$ cat src/rtl/conv_window_sched.sv
// Window sequencer for the binary-kernel convolution datapath: walks every valid
// MxM window of an NxN image, issues one pixel read per tap and emits masked sums.
module conv_window_sched #(
  parameter  int M  = 3,
  parameter  int N  = 8,
  parameter  int PW = 8,
  parameter  int OW = 12,
  localparam int AW = $clog2(N*N),
  localparam int RW = $clog2(N)
) (
  input  logic          clk,
  input  logic          rstn,
  input  logic          start,
  input  logic [M*M-1:0] kernel,
  output logic          busy,
  output logic          rd_en,
  output logic [AW-1:0] rd_addr,
  input  logic [PW-1:0] rd_data,
  output logic          out_valid,
  input  logic          out_ready,
  output logic [OW-1:0] out,
  output logic [RW-1:0] out_row,
  output logic [RW-1:0] out_col,
  output logic          finish
);

  localparam int MM = M * M;
  localparam int KW = $clog2(MM);
  localparam int TW = $clog2(M);

  typedef enum logic [2:0] {IDLE, FETCH, LAST, OUT, DONE} state_t;

  state_t         state;
  logic [MM-1:0]  kern;
  logic [RW-1:0]  r;
  logic [RW-1:0]  c;
  logic [KW-1:0]  k;
  logic [TW-1:0]  ti;
  logic [TW-1:0]  tj;
  logic [OW-1:0]  acc;

  logic [TW-1:0]  ti_n;
  logic [TW-1:0]  tj_n;
  logic [RW-1:0]  nr;
  logic [RW-1:0]  nc;
  logic           last_row;
  logic           last_col;
  logic [KW-1:0]  tap_sel;
  logic           add_en;
  logic [OW-1:0]  add_val;

  function automatic logic [AW-1:0] addr_of(input logic [RW-1:0] row,
                                            input logic [RW-1:0] col,
                                            input logic [TW-1:0] di,
                                            input logic [TW-1:0] dj);
    return (AW'(row) + AW'(di)) * AW'(N) + AW'(col) + AW'(dj);
  endfunction

  // Tap position following (ti, tj) in row-major kernel order
  always_comb begin
    tj_n = tj + TW'(1);
    ti_n = ti;
    if (tj == TW'(M - 1)) begin
      tj_n = '0;
      ti_n = ti + TW'(1);
    end
  end

  always_comb begin
    last_row = (r == RW'(N - M));
    last_col = (c == RW'(N - M));
    nr       = last_col ? r + RW'(1) : r;
    nc       = last_col ? '0 : c + RW'(1);
  end

  // rd_data belongs to the tap issued one cycle earlier; in LAST k still names the final tap
  always_comb begin
    tap_sel = (state == LAST) ? k : k - KW'(1);
    add_en  = ((state == FETCH) && (k != '0)) || (state == LAST);
    add_val = (add_en && kern[tap_sel]) ? OW'(rd_data) : '0;
  end

  always_ff @(posedge clk or negedge rstn) begin
    if (!rstn) begin
      state     <= IDLE;
      busy      <= 1'b0;
      rd_en     <= 1'b0;
      rd_addr   <= '0;
      out_valid <= 1'b0;
      out       <= '0;
      out_row   <= '0;
      out_col   <= '0;
      finish    <= 1'b0;
      kern      <= '0;
      r         <= '0;
      c         <= '0;
      k         <= '0;
      ti        <= '0;
      tj        <= '0;
      acc       <= '0;
    end else begin
      case (state)
        IDLE: begin
          if (start) begin
            kern    <= kernel;
            r       <= '0;
            c       <= '0;
            k       <= '0;
            ti      <= '0;
            tj      <= '0;
            acc     <= '0;
            busy    <= 1'b1;
            rd_en   <= 1'b1;
            rd_addr <= '0;
            state   <= FETCH;
          end
        end
        FETCH: begin
          acc <= acc + add_val;
          if (k == KW'(MM - 1)) begin
            rd_en <= 1'b0;
            state <= LAST;
          end else begin
            k       <= k + KW'(1);
            ti      <= ti_n;
            tj      <= tj_n;
            rd_addr <= addr_of(r, c, ti_n, tj_n);
          end
        end
        LAST: begin
          out       <= acc + add_val;
          out_valid <= 1'b1;
          out_row   <= r;
          out_col   <= c;
          state     <= OUT;
        end
        OUT: begin
          if (out_ready) begin
            out_valid <= 1'b0;
            if (last_row && last_col) begin
              finish <= 1'b1;
              state  <= DONE;
            end else begin
              r       <= nr;
              c       <= nc;
              k       <= '0;
              ti      <= '0;
              tj      <= '0;
              acc     <= '0;
              rd_en   <= 1'b1;
              rd_addr <= addr_of(nr, nc, TW'(0), TW'(0));
              state   <= FETCH;
            end
          end
        end
        DONE: begin
          finish <= 1'b0;
          busy   <= 1'b0;
          state  <= IDLE;
        end
        default: state <= IDLE;
      endcase
    end
  end

endmodule

$ cat config.mk
export PLATFORM = sky130hd
export DESIGN_NAME = conv_window_sched
export DESIGN_NICKNAME = d
export VERILOG_FILES = /design/src/rtl/conv_window_sched.sv
export SDC_FILE = /design/constraint.sdc
export NUM_CORES = 1
export LEC_CHECK = 0
export ABC_AREA = 1
export BUFFER_PORTS_ARGS = -buffer_cell sky130_fd_sc_hd__buf_2
export CORE_MARGIN = 3
export CORE_UTILIZATION = 64
export CTS_BUF_LIST = sky130_fd_sc_hd__clkbuf_4
export CTS_CLUSTER_DIAMETER = 30
export DETAILED_ROUTE_END_ITERATION = 6
export MAX_ROUTING_LAYER = met4
export PLACE_DENSITY = 0.93
export SYNTH_ARGS = -nofsm -noshare
export SYNTH_HDL_FRONTEND = slang
export SYNTH_SLANG_ARGS = --single-unit
$ cat constraint.sdc
create_clock -name clk -period 6.7 [get_ports clk]
set_clock_uncertainty 0.15 [all_clocks]
set_input_delay 0.67 -clock clk [delete_from_list [all_inputs] [get_ports clk]]
set_output_delay 0.67 -clock clk [all_outputs]
set_load 0.05 [all_outputs]
==> flow_summary.yaml, run 1 <==
yosys:
  synth.largest_area_cell: "dfrtp_1"
  synth_sequential_area_ratio_pct: 45.3
  yosys.area.top_type_share_pct: 45.3
  ys_top_cells_by_area: "dfrtp_1 45%, nand2_1 11%, nand3_1 6.2%, ha_1 5.1%, o21ai_0 5.1%"
  postSynth.topFlopCell: "dfrtp_1"
  synth.most_common_cell: "nand2_1"
  async_flop_share_pct: 100
  post_synth_inst_count: 436
  synth_nets: 475
  synth.cells.most_frequent: "111 x nand2_1, 66 x dfrtp_1, 47 x inv_1"
  synth.ff_latch_count: 66
  postSynthAreaPerCell_um2: 8.37
  synthesis.yosys.warnings: 0
  post_synth_instance_area_mm2: 0.00365
  synth.lib_cells_used.distinct: 38
  number_of_synthesized_flops_with_an_enable_pin: 0
place:
  sum_of_net_half_perimeters_after_detailed_placement_mm: 5.92
  dpl-instance-area_mm2: 0.00393
  place.port_buffers: 48
  numPlacedInstances: 545
  gp_congestion: 0.941
setup_path:
  critical_path.cell_chain: "inv_2 -> nand3_2 -> nand2_2 -> nand2_1 -> nor2_1 -> nand3_1 -> a21oi_1 -> nand2_2 -> nor2_1 -> ha_1 -> inv_1 -> fa_1 -> inv_1 -> nand3_1 -> nand2_1 -> nand3_1 -> nand3_1 -> nand2_1 -> xor2_1 -> o21ai_0"
  critPathMostFrequentCell: "nand3_1"
  critical_path_buf_inv_count: 3
  critical_path_maximum_fanout: 41
  max_stage_delay_ns: 0.58
  worstSetupEndpointType: "register"
  setup.worst_path.start_class: "register"
  worst-endpoint-arrival_ns: 4.39
  timing.setup.critical_path_class: "register to register"
  cp_top_family: "simple AND/OR/NAND/NOR gates"
  wp_data_required_ns: 6.88
  cpMaxStageDelayCell: "nand3_2"
drt:
  drtPass1Iterations: 5
  ant_nets: 0
  via_count: 3174
  topRoutingLayerUsed: "met4"
  detail_route.drc_violations: 0
  dr_wl_met2_mm: 3.86
  wl_per_cell_um: 14.2
  routed_wirelength_mm: 7.97
  drt_first_iter_violations: 238
  wirelength_met1_mm: 3.34
  metal3_wl_um: 594
  post_drt_via_cell_ratio: 5.66
floorplanning:
  start_util_pct: 68.8
  floorplan.die.height_um: 81.5
  placeableCoreArea_mm2: 0.00530
  num_rows: 26
  die-area_mm2: 0.00664
  die_x_um: 81.5
  io_pins: 49
layout:
  multi_input_gate_area_mm2: 0.00174
  drive_gt1_share_pct: 19.6
  fill_cells: 373
  syn2layout_area_growth_pct: 10.8
  final_std_cell_area_no_fill_mm2: 0.00404
  layout.nets: 525
  seqCellArea_mm2: 0.00165
  final-instance-count-excl-fill: 561
  fin_util_pct: 76.3
  antennaDiodeCount: 0
clock_tree:
  clk_root_buffer_cell: "clkbuf_4"
  cts.reportedPaths.clkPinSlew_ns: 0.12
  quantity_of_hold_fixing_buffers_added_after_cts: 0
  number_of_cts_inserted_buffers: 9
  clk_lat_worst_skew_ns: 0.43
  cts_tree: "built"
  post_cts_resize_count: 0
  cts.sink_count: 66
  post_cts_buffers: 0
  h-tree-depth: 3
  clock_tree.buffer_depth: 2
timing:
  timing.final.setup_violations: 0
  clock.fmax_mhz: 238
  worstMarginPinSlew_ns: 0.817
  slew_viol_final: 0
  slew_headroom_pct: 45.5
  unrepaired_setup_endpoints_after_global_routing: "no"
  fin_tns_setup_ns: 0
  finalHoldViolations: 0
  final.min_clock_period_ns: 4.20
  final.period_utilization_pct: 62.7
power:
  vdd.ir_drop.worst_mv: 0.256
  totalPowerFinal_w: 0.00168
  power.static_leakage_nw: 2.11
  switching_power_w: 0.000838
  powerDensity_mw_per_mm2: 415
  relative_contribution_of_combinational_cells_to_total_power_pct: 51.8
  power_frac_seq_pct: 34.7
  netSwitchingFraction_pct: 49.9
  internal-power_w: 0.000842
  share_clk_of_total_power_pct: 13.6
grt:
  grt_remaining_overflow: 0
  grt_pass1_wl_mm: 13.4
  grt_antenna_before_repair: 0
  pin_count_of_the_biggest_net_entering_global_routing: 67
  number_of_global_route_vias_before_repair: 3006
  grtUsageTotal_pct: 27.4
flow_run:
  max_cap_violations: 0
run_status:
  status: "finished clean"
hold_path:
  holdCritPathClass: "input port to asynchronous set/reset pin"
-- worst register-to-register path: stages (launching register included) --
cell     delay (ns)
dfrtp_1        0.43
inv_2          0.13
nand3_2        0.59
nand2_2        0.32
nand2_1        0.15
nor2_1         0.14
nand3_1        0.10
a21oi_1        0.28
nand2_2        0.19
nor2_1         0.13
ha_1           0.18
inv_1          0.07
fa_1           0.41
inv_1          0.07
nand3_1        0.06
nand2_1        0.12
nand3_1        0.08
nand3_1        0.12
nand2_1        0.08
xor2_1         0.15
o21ai_0        0.17
-- power groups by stage --
stage	Clock, W	Combinational (W)	Sequential (W)
4_1_cts	0.000230	0.000866	0.000581
6_report	0.000228	0.000869	0.000583
3_5_place_dp	0	0.000862	0.000588
2_1_floorplan	0	0.000569	0.000694
5_1_grt	0.000252	0.000957	0.000596
3_3_place_gp	0	0.000828	0.000584
-- state kept, by name (all words and copies together) (netlist names) --
signal     cells
tj             2
out           12
state          3
finish         1
k              4
out_valid      1
out_row        3
kern           9
r              3
out_col        3
rd_en          1
rd_addr        6
c              3
acc           12
ti             2
busy           1
-- final cells by class --
class,instances,share of cell area (%)
multi-input combinational,308,43.1
sequential,66,40.8
timing repair buffer,49,6.13
inverter,52,4.95
tap,70,2.17
clock buffer,9,1.67
clock inverter,7,1.11
-- cells by family after synthesis --
logic type	count (synthesis)	synth area share, %
AOI/OAI and AO/OA	71	11.4
xor gates and xnor gates	11	2.64
adders and majority gates	18	6.79
buffers and inverters	62	6.96
DFF	66	45.3
muxes	9	2.78
and+or+nand+nor	199	24.2
-- stage by stage --
stage	hold WS, ns	setup WS (ns)
after floorplan	0.224	3.63
after global placement	0.308	2.82
after detailed placement	0.309	2.58
after CTS	0.278	2.52
after global routing	0.296	2.10
final	0.231	2.50
-- placed cells by master (no fill, tap or decap), drive strengths merged, types with 2 or more instances in the layout --
| cell | instances |
|---|---|
| xor2 | 7 |
| clkinv | 3 |
| nand4 | 4 |
| clkinvlp | 3 |
| dfrtp | 66 |
| nand3b | 3 |
| buf | 49 |
| nor2 | 24 |
| clkbuf | 9 |
| a21oi | 10 |
| or2 | 2 |
| ha | 15 |
| a31oi | 2 |
| nor3 | 4 |
| nand3 | 47 |
| o21ai | 50 |
| o22ai | 4 |
| fa | 3 |
| mux2 | 9 |
| nand2 | 114 |
| inv | 53 |
| xnor2 | 4 |
-- path summary, 6_finish.rpt --
check | start | to | slack, ns | cells past startpoint
worst min-delay path | rstn | out_col[0]$_DFFE_PN0P_ | 0.23 | 2
worst max register to register | state[0]$_DFFE_PN0P_ | out[10]$_DFFE_PN0P_ | 2.50 | 20
min in group clk | kernel[6] | kern[6]$_DFFE_PN0P_ | 0.32 | 2
max in group asynchronous | rstn | acc[8]$_DFFE_PN0P_ | 5.61 | 2
worst min register to register | out[6]$_DFFE_PN0P_ | out[6]$_DFFE_PN0P_ | 0.33 | 2
worst max-delay path | state[0]$_DFFE_PN0P_ | out[10]$_DFFE_PN0P_ | 2.50 | 20
-- layer usage --
metal / vias to the layer above / global-route usage [%]
met5: - / -
met4: 0 / 10.6
met3: 24 / 6.47
met2: 147 / 44.5
met1: 1470 / 33.1
li1: 1533 / -
(Power assumes the default switching activity.)
==> run 2: changes to the inputs <==
- ABC_AREA: 1 -> 0
- CORE_UTILIZATION: 64 -> 60
- PLACE_DENSITY: 0.93 -> 0.88
- clock period: 6.7 -> 4.25 ns (I/O delays scaled with it)
==> run 2 against run 1 <==
  * The flow now finishes with violations (hold timing)
  * Register-to-register slack got worse by 2.3 ns
  * Combinational power increased by 110%
  * Final cell count decreased by 5.2%
  * First-iteration DRC count increased by 36%
  * Worst hold slack got worse by 0.25 ns
  * Worst setup slack got worse by 2.3 ns
  * Sequential share of layout area decreased by 2.3 points
  * Die area increased by 10%
  * Sequential power increased by 68%
  * Critical path type unchanged
  * Largest power group unchanged
  * Highest routed layer unchanged
==> flow_summary.yaml, run 2 <==
clock_tree:
  cts.sink_count: 66
  cts_tree: "built"
  h-tree-depth: 3
  quantity_of_hold_fixing_buffers_added_after_cts: 0
  clk_lat_worst_skew_ns: 0.41
  cts.reportedPaths.clkPinSlew_ns: 0.11
  number_of_cts_inserted_buffers: 9
  clock_tree.buffer_depth: 2
  clk_root_buffer_cell: "clkbuf_4"
setup_path:
  worst_r2r_path_depth: 15
  max_stage_delay_ns: 0.45
  worst-r2r-setup-slack_ns: 0.16
  rr_endpoint: "acc[10]$_DFFE_PN0P_"
  critical_path_maximum_fanout: 9
  worstSetupEndpointType: "register"
  worst_r2r_startpoint: "k[0]$_DFFE_PN0P_"
  cpMaxStageDelayCell: "mux4_2"
  wp_data_required_ns: 4.41
  critical_path_buf_inv_count: 2
  timing.setup.critical_path_class: "register to register"
  setup.worst_path.start_class: "register"
  worst-endpoint-arrival_ns: 4.26
  cp_top_family: "compound AO/OA/AOI/OAI gates"
  critical_path.cell_chain: "inv_2 -> ha_2 -> mux2i_1 -> mux4_2 -> a211o_1 -> a21o_4 -> a21boi_2 -> ha_2 -> inv_1 -> fa_1 -> nor2b_2 -> o2111ai_2 -> a311oi_2 -> o22ai_1 -> a22o_1"
  critPathMostFrequentCell: "ha_2"
yosys:
  synth.most_common_cell: "dfrtp_1"
  postSynthAreaPerCell_um2: 9.46
  synth_nets: 441
  synth.cells.most_frequent: "66 x dfrtp_1, 65 x nand2_1, 52 x o21ai_0"
  ys_top_cells_by_area: "dfrtp_1 43%, o21ai_0 6.8%, nand2_1 6.4%, ha_1 4.9%, mux2_2 2.7%"
  post_synth_instance_area_mm2: 0.00380
  synth.largest_area_cell: "dfrtp_1"
  synth.lib_cells_used.distinct: 59
  async_flop_share_pct: 100
  synth.ff_latch_count: 66
  yosys.area.top_type_share_pct: 43.4
  synth_sequential_area_ratio_pct: 43.4
  number_of_synthesized_flops_with_an_enable_pin: 0
  synthesis.yosys.warnings: 0
  postSynth.topFlopCell: "dfrtp_1"
  post_synth_inst_count: 402
floorplanning:
  placeableCoreArea_mm2: 0.00603
  io_pins: 49
  die_x_um: 85.6
  floorplan.die.height_um: 85.6
  num_rows: 28
  start_util_pct: 63.1
  die-area_mm2: 0.00733
grt:
  grt_remaining_overflow: 0
  grt_antenna_before_repair: 0
  number_of_global_route_vias_before_repair: 3186
  globalRouteMet3Util_pct: 3.94
  pin_count_of_the_biggest_net_entering_global_routing: 42
  met2_usage_pct: 40.7
  grt_pass1_wl_mm: 14.8
  grtUsageTotal_pct: 26.0
  globalRouteMet1Util_pct: 34.4
  grt.busiest_layer: "met2"
hold_path:
  holdCritPathClass: "input port to asynchronous set/reset pin"
drt:
  drtPass1Iterations: 5
  post_drt_via_cell_ratio: 6.20
  via_count: 3298
  routed_wirelength_mm: 8.80
  ant_nets: 0
  wl_per_cell_um: 16.5
  detail_route.drc_violations: 0
  drt_first_iter_violations: 323
flow_run:
  max_cap_violations: 0
run_status:
  status: "complete, but fails checks"
  failing_checks: "hold timing"
layout:
  mostFrequentLayoutCells: "66 x dfrtp_1, 65 x nand2_1, 52 x o21ai_0, 48 x buf_2, 16 x nor2_1"
  drive_gt1_share_pct: 22.1
  fin_util_pct: 71.1
  final-instance-count-excl-fill: 532
  antennaDiodeCount: 0
  layout.nets: 491
  syn2layout_area_growth_pct: 12.6
  fill_cells: 448
  mostFrequentLayoutCell: "dfrtp_1"
  layout_top_registers: "acc x12, out x12, kern x9"
timing:
  final.period_utilization_pct: 96.3
  timing.final.setup_violations: 0
  final.min_clock_period_ns: 4.09
  clock.fmax_mhz: 244
  slew_viol_final: 0
  slew_headroom_pct: 39.1
  worstMarginPinSlew_ns: 0.913
  worst_case_setup_margin_in_the_final_layout_ns: 0.158
  fin_tns_setup_ns: 0
  hold-worst-slack_ns: -0.0156
  finalHoldViolations: 29
place:
  post-place-ws_ns: -0.0353
  sum_of_net_half_perimeters_after_detailed_placement_mm: 6.33
  numPlacedInstances: 514
  place.port_buffers: 48
  gp_congestion: 0.951
power:
  power.static_leakage_nw: 1.92
  powerDensity_mw_per_mm2: 732
  vdd.ir_drop.worst_mv: 0.525
[run 2: cell types whose count changed after synthesis, sizes merged, moves of 7 or more]
| cell | change |
|---|---|
| a21boi | +9 |
| clkbuf | +7 |
| inv | -36 |
| mux2i | +9 |
| nand2 | -49 |
| nand2b | +7 |
| nand3 | -45 |
| nor2 | -8 |
[run 2: logic make-up after synthesis]
logic type / synth area share [%]
mux: 6.02
buf+inv: 4.04
compound gates: 21.2
fa+ha+maj: 6.51
simple gates: 15.1
xor+xnor: 3.68
flops: 43.4
[run 2: power breakdown]
group / total (W) / switching (W) / leakage [nW] / internal (W)
Sequential: 0.000982 / 0.000146 / 0.824 / 0.000835
Combinational: 0.00181 / 0.00114 / 1.03 / 0.000663
Clock: 0.000349 / 0.000223 / 0.0631 / 0.000126
[run 2: how the worst max path moves through the flow]
stage                                      to  cells after the start        startpoint
after floorplan           acc[10]$_DFFE_PN0P_                     17  k[0]$_DFFE_PN0P_
after global placement    acc[10]$_DFFE_PN0P_                     15  k[0]$_DFFE_PN0P_
after detailed placement  acc[10]$_DFFE_PN0P_                     15  k[0]$_DFFE_PN0P_
after CTS                  acc[8]$_DFFE_PN0P_                     15  k[0]$_DFFE_PN0P_
final                     acc[10]$_DFFE_PN0P_                     15  k[0]$_DFFE_PN0P_
after global routing      acc[10]$_DFFE_PN0P_                     15  k[0]$_DFFE_PN0P_
[run 2: per-stage QoR]
| step | cell area [um2] | total power, W |
|---|---|---|
| 2_1_floorplan | 3800 | 0.00232 |
| 3_3_place_gp | 4130 | 0.00265 |
| 3_5_place_dp | 4130 | 0.00273 |
| 4_1_cts | 4240 | 0.00309 |
| 5_1_grt | 4280 | 0.00337 |
| 6_report | 4280 | 0.00314 |
[run 2: layout make-up]
class | instances | area (um2) | area share, %
multi-input combinational | 298 | 2040 | 47.5
sequential | 66 | 1650 | 38.6
timing repair buffer | 61 | 338 | 7.89
tap | 75 | 93.8 | 2.19
clock buffer | 11 | 82.6 | 1.93
inverter | 16 | 60.1 | 1.40
clock inverter | 5 | 21.3 | 0.497
[run 2: repair_timing]
action	CTS	global route
resized for setup	1	9
pin swaps	0	2
endpoints found under the setup margin	1	6
buffers inserted	0	2
[run 2: metal layers]
layer  up-vias  part of all wire [%]  routed length, um
met5         -                     0                  0
met4         0                   1.7                152
met3        16                   7.2                630
met2       155                    49               4280
met1      1591                    42               3740
li1       1536                     -                  -
[run 2: worst register-to-register path: stages (launching register included)]
cell and delay (ns):
dfrtp_1 0.41, inv_2 0.10, ha_2 0.33, mux2i_1 0.14
mux4_2 0.45, a211o_1 0.26, a21o_4 0.23, a21boi_2 0.13
ha_2 0.20, inv_1 0.06, fa_1 0.41, nor2b_2 0.20
o2111ai_2 0.18, a311oi_2 0.42, o22ai_1 0.12, a22o_1 0.21
==> run 3: changes to the inputs <==
- CORE_UTILIZATION: 60 -> 58
- CTS_BUF_LIST: sky130_fd_sc_hd__clkbuf_4 -> sky130_fd_sc_hd__clkbuf_16
- MAX_ROUTING_LAYER: met4 -> not set
- PLACE_DENSITY: 0.88 -> 0.86
==> run 3 against run 2 <==
  * The flow now finishes without violations
  * Critical path type unchanged
  * Sequential power about the same
  * Clock power up 140%
  * Utilization grew 3.0 points
  * Worst setup slack improved by 0.0013 ns
  * Die area up 3.2%
  * Fmax hardly changed
  * Final area increased by 6.0%
  * Wire length rose by 3.8%
  * Combinational power about the same
  * Clock-buffer cell count is 2 lower
  * Largest cell class unchanged
==> flow_summary.yaml, run 3 (synthesized netlist as in run 2, its figures left out) <==
run_status:
  status: "finished clean"
setup_path:
  cp_top_family: "compound AO/OA/AOI/OAI gates"
  setup.worst_path.start_class: "register"
  timing.setup.critical_path_class: "register to register"
  critical_path_maximum_fanout: 9
  cpMaxStageDelayCell: "mux4_2"
  critical_path.cell_chain: "inv_2 -> ha_2 -> mux2i_1 -> mux4_2 -> a211o_1 -> a21o_2 -> a21boi_1 -> ha_2 -> inv_1 -> fa_2 -> nor2b_2 -> o2111ai_4 -> a311oi_2 -> o22ai_1 -> a22o_1"
  worst-endpoint-arrival_ns: 4.16
  worstSetupEndpointType: "register"
  wp_data_required_ns: 4.32
  critical_path_buf_inv_count: 2
  critPathMostFrequentCell: "ha_2"
  max_stage_delay_ns: 0.46
floorplanning:
  die-area_mm2: 0.00757
  floorplan.die.height_um: 87.0
  start_util_pct: 62.1
  placeableCoreArea_mm2: 0.00613
  die_x_um: 87.0
  num_rows: 28
  io_pins: 49
timing:
  slew_headroom_pct: 50.5
  clock.fmax_mhz: 244
  worst_case_setup_margin_in_the_final_layout_ns: 0.159
  final.min_clock_period_ns: 4.09
  worstMarginPinSlew_ns: 0.743
  finalHoldViolations: 0
  final.period_utilization_pct: 96.3
  timing.final.setup_violations: 0
  slew_viol_final: 0
place:
  post-place-ws_ns: -0.0129
  numPlacedInstances: 515
  dpl-instance-area_mm2: 0.00414
  sum_of_net_half_perimeters_after_detailed_placement_mm: 6.29
  gp_congestion: 0.876
  place.port_buffers: 48
grt:
  grt_pass1_wl_mm: 15.2
  number_of_global_route_vias_before_repair: 3270
  grt_antenna_before_repair: 0
  pin_count_of_the_biggest_net_entering_global_routing: 35
  grtUsageTotal_pct: 25.8
  grt_remaining_overflow: 0
drt:
  drtPass1Iterations: 7
  post_drt_via_cell_ratio: 6.09
  drt_first_iter_violations: 213
  wl_per_cell_um: 17.1
  routed_wirelength_mm: 9.14
  via_count: 3253
  detail_route.drc_violations: 0
  ant_nets: 0
layout:
  layout.nets: 493
  syn2layout_area_growth_pct: 19.3
  final-instance-count-excl-fill: 534
  antennaDiodeCount: 0
  mostFrequentLayoutCell: "dfrtp_1"
  layout_top_registers: "acc x12, out x12, kern x9"
  final_std_cell_area_no_fill_mm2: 0.00454
  drive_gt1_share_pct: 22.7
  mostFrequentLayoutCells: "66 x dfrtp_1, 65 x nand2_1, 52 x o21ai_0, 48 x buf_2, 17 x inv_1"
power:
  switching_power_w: 0.00156
  vdd.ir_drop.worst_mv: 0.652
  netSwitchingFraction_pct: 42.9
  internal-power_w: 0.00208
  share_clk_of_total_power_pct: 22.9
  power.static_leakage_nw: 2.04
  powerDensity_mw_per_mm2: 803
  relative_contribution_of_combinational_cells_to_total_power_pct: 50.1
  power_frac_seq_pct: 27.0
hold_path:
  holdCritPathClass: "input port to asynchronous set/reset pin"
flow_run:
  max_cap_violations: 0
clock_tree:
  clk_root_buffer_cell: "clkbuf_16"
  clk_lat_worst_skew_ns: 0.33
  cts_tree: "built"
  clock_tree.buffer_depth: 2
  cts.reportedPaths.clkPinSlew_ns: 0.06
  number_of_cts_inserted_buffers: 9
  h-tree-depth: 3
  cts.sink_count: 66
  quantity_of_hold_fixing_buffers_added_after_cts: 0
==> run 3: cell count changes in the layout (fill, tap and decap cells not counted), moves of 2 or more <==
| cell | previous run | this run |
|---|---|---|
| clkbuf_16 | 0 | 9 |
| clkinv_2 | 2 | 0 |
| bufinv_16 | 0 | 3 |
| clkinv_1 | 3 | 1 |
| clkbuf_4 | 11 | 0 |
| buf_4 | 13 | 15 |
| inv_1 | 15 | 17 |
==> run 3: final timing paths <==
check	from	to	slack, ns	cells after the start
setup / recovery	k[0]$_DFFE_PN0P_	acc[10]$_DFFE_PN0P_	0.16	15
hold / removal	rstn	acc[11]$_DFFE_PN0P_	0.005	1
setup reg to reg	k[0]$_DFFE_PN0P_	acc[10]$_DFFE_PN0P_	0.16	15
hold reg to reg	out_row[2]$_DFFE_PN0P_	out_row[2]$_DFFE_PN0P_	0.32	2
max in group asynchronous	rstn	out_valid$_DFFE_PN0P_	3.03	2
min in group clk	kernel[1]	kern[1]$_DFFE_PN0P_	0.15	3
==> run 3: cell type report <==
| cell class | count | area [um2] |
|---|---|---|
| inverters | 16 | 60.1 |
| well taps | 75 | 93.8 |
| clock buffers | 9 | 225 |
| multi-input cells | 298 | 2050 |
| flip-flops and latches | 66 | 1650 |
| clock inverters | 7 | 110 |
| fillers | 424 | 1590 |
| repair buffers | 63 | 353 |
==> run 3: power groups by stage <==
stage / Combinational [W] / Clock [W] / Sequential [W]
2_1_floorplan: 0.00109 / 0 / 0.00123
3_3_place_gp: 0.00168 / 0 / 0.000978
3_5_place_dp: 0.00174 / 0 / 0.000990
4_1_cts: 0.00177 / 0.000842 / 0.000982
5_1_grt: 0.00201 / 0.000869 / 0.00102
6_report: 0.00183 / 0.000834 / 0.000985
==> run 3: metrics by stage <==
stage | total power, W | utilization [%] | setup TNS [ns] | hold WS [ns]
final | 0.00364 | 74.0 | 0 | 0.00536
after CTS | 0.00359 | 73.2 | -0.0202 | 0.0305
after global placement | 0.00266 | 67.5 | 0 | 0.305
after global routing | 0.00389 | 74.0 | -0.0494 | 0.0542
after floorplan | 0.00232 | - | 0 | -0.0206
after detailed placement | 0.00273 | 67.5 | -0.0129 | 0.315
==> run 3: repair_timing <==
item,4_1_cts,5_1_grt
pin swaps,0,2
resized for setup,2,9
setup buffers,0,3
endpoints found under the setup margin,3,6
==> run 3: per-layer routing <==
metal	track usage, %	routed length [um]
met4	10.1	137
met1	32.9	3840
met2	41.8	4540
met3	6.81	622
met5	0	0
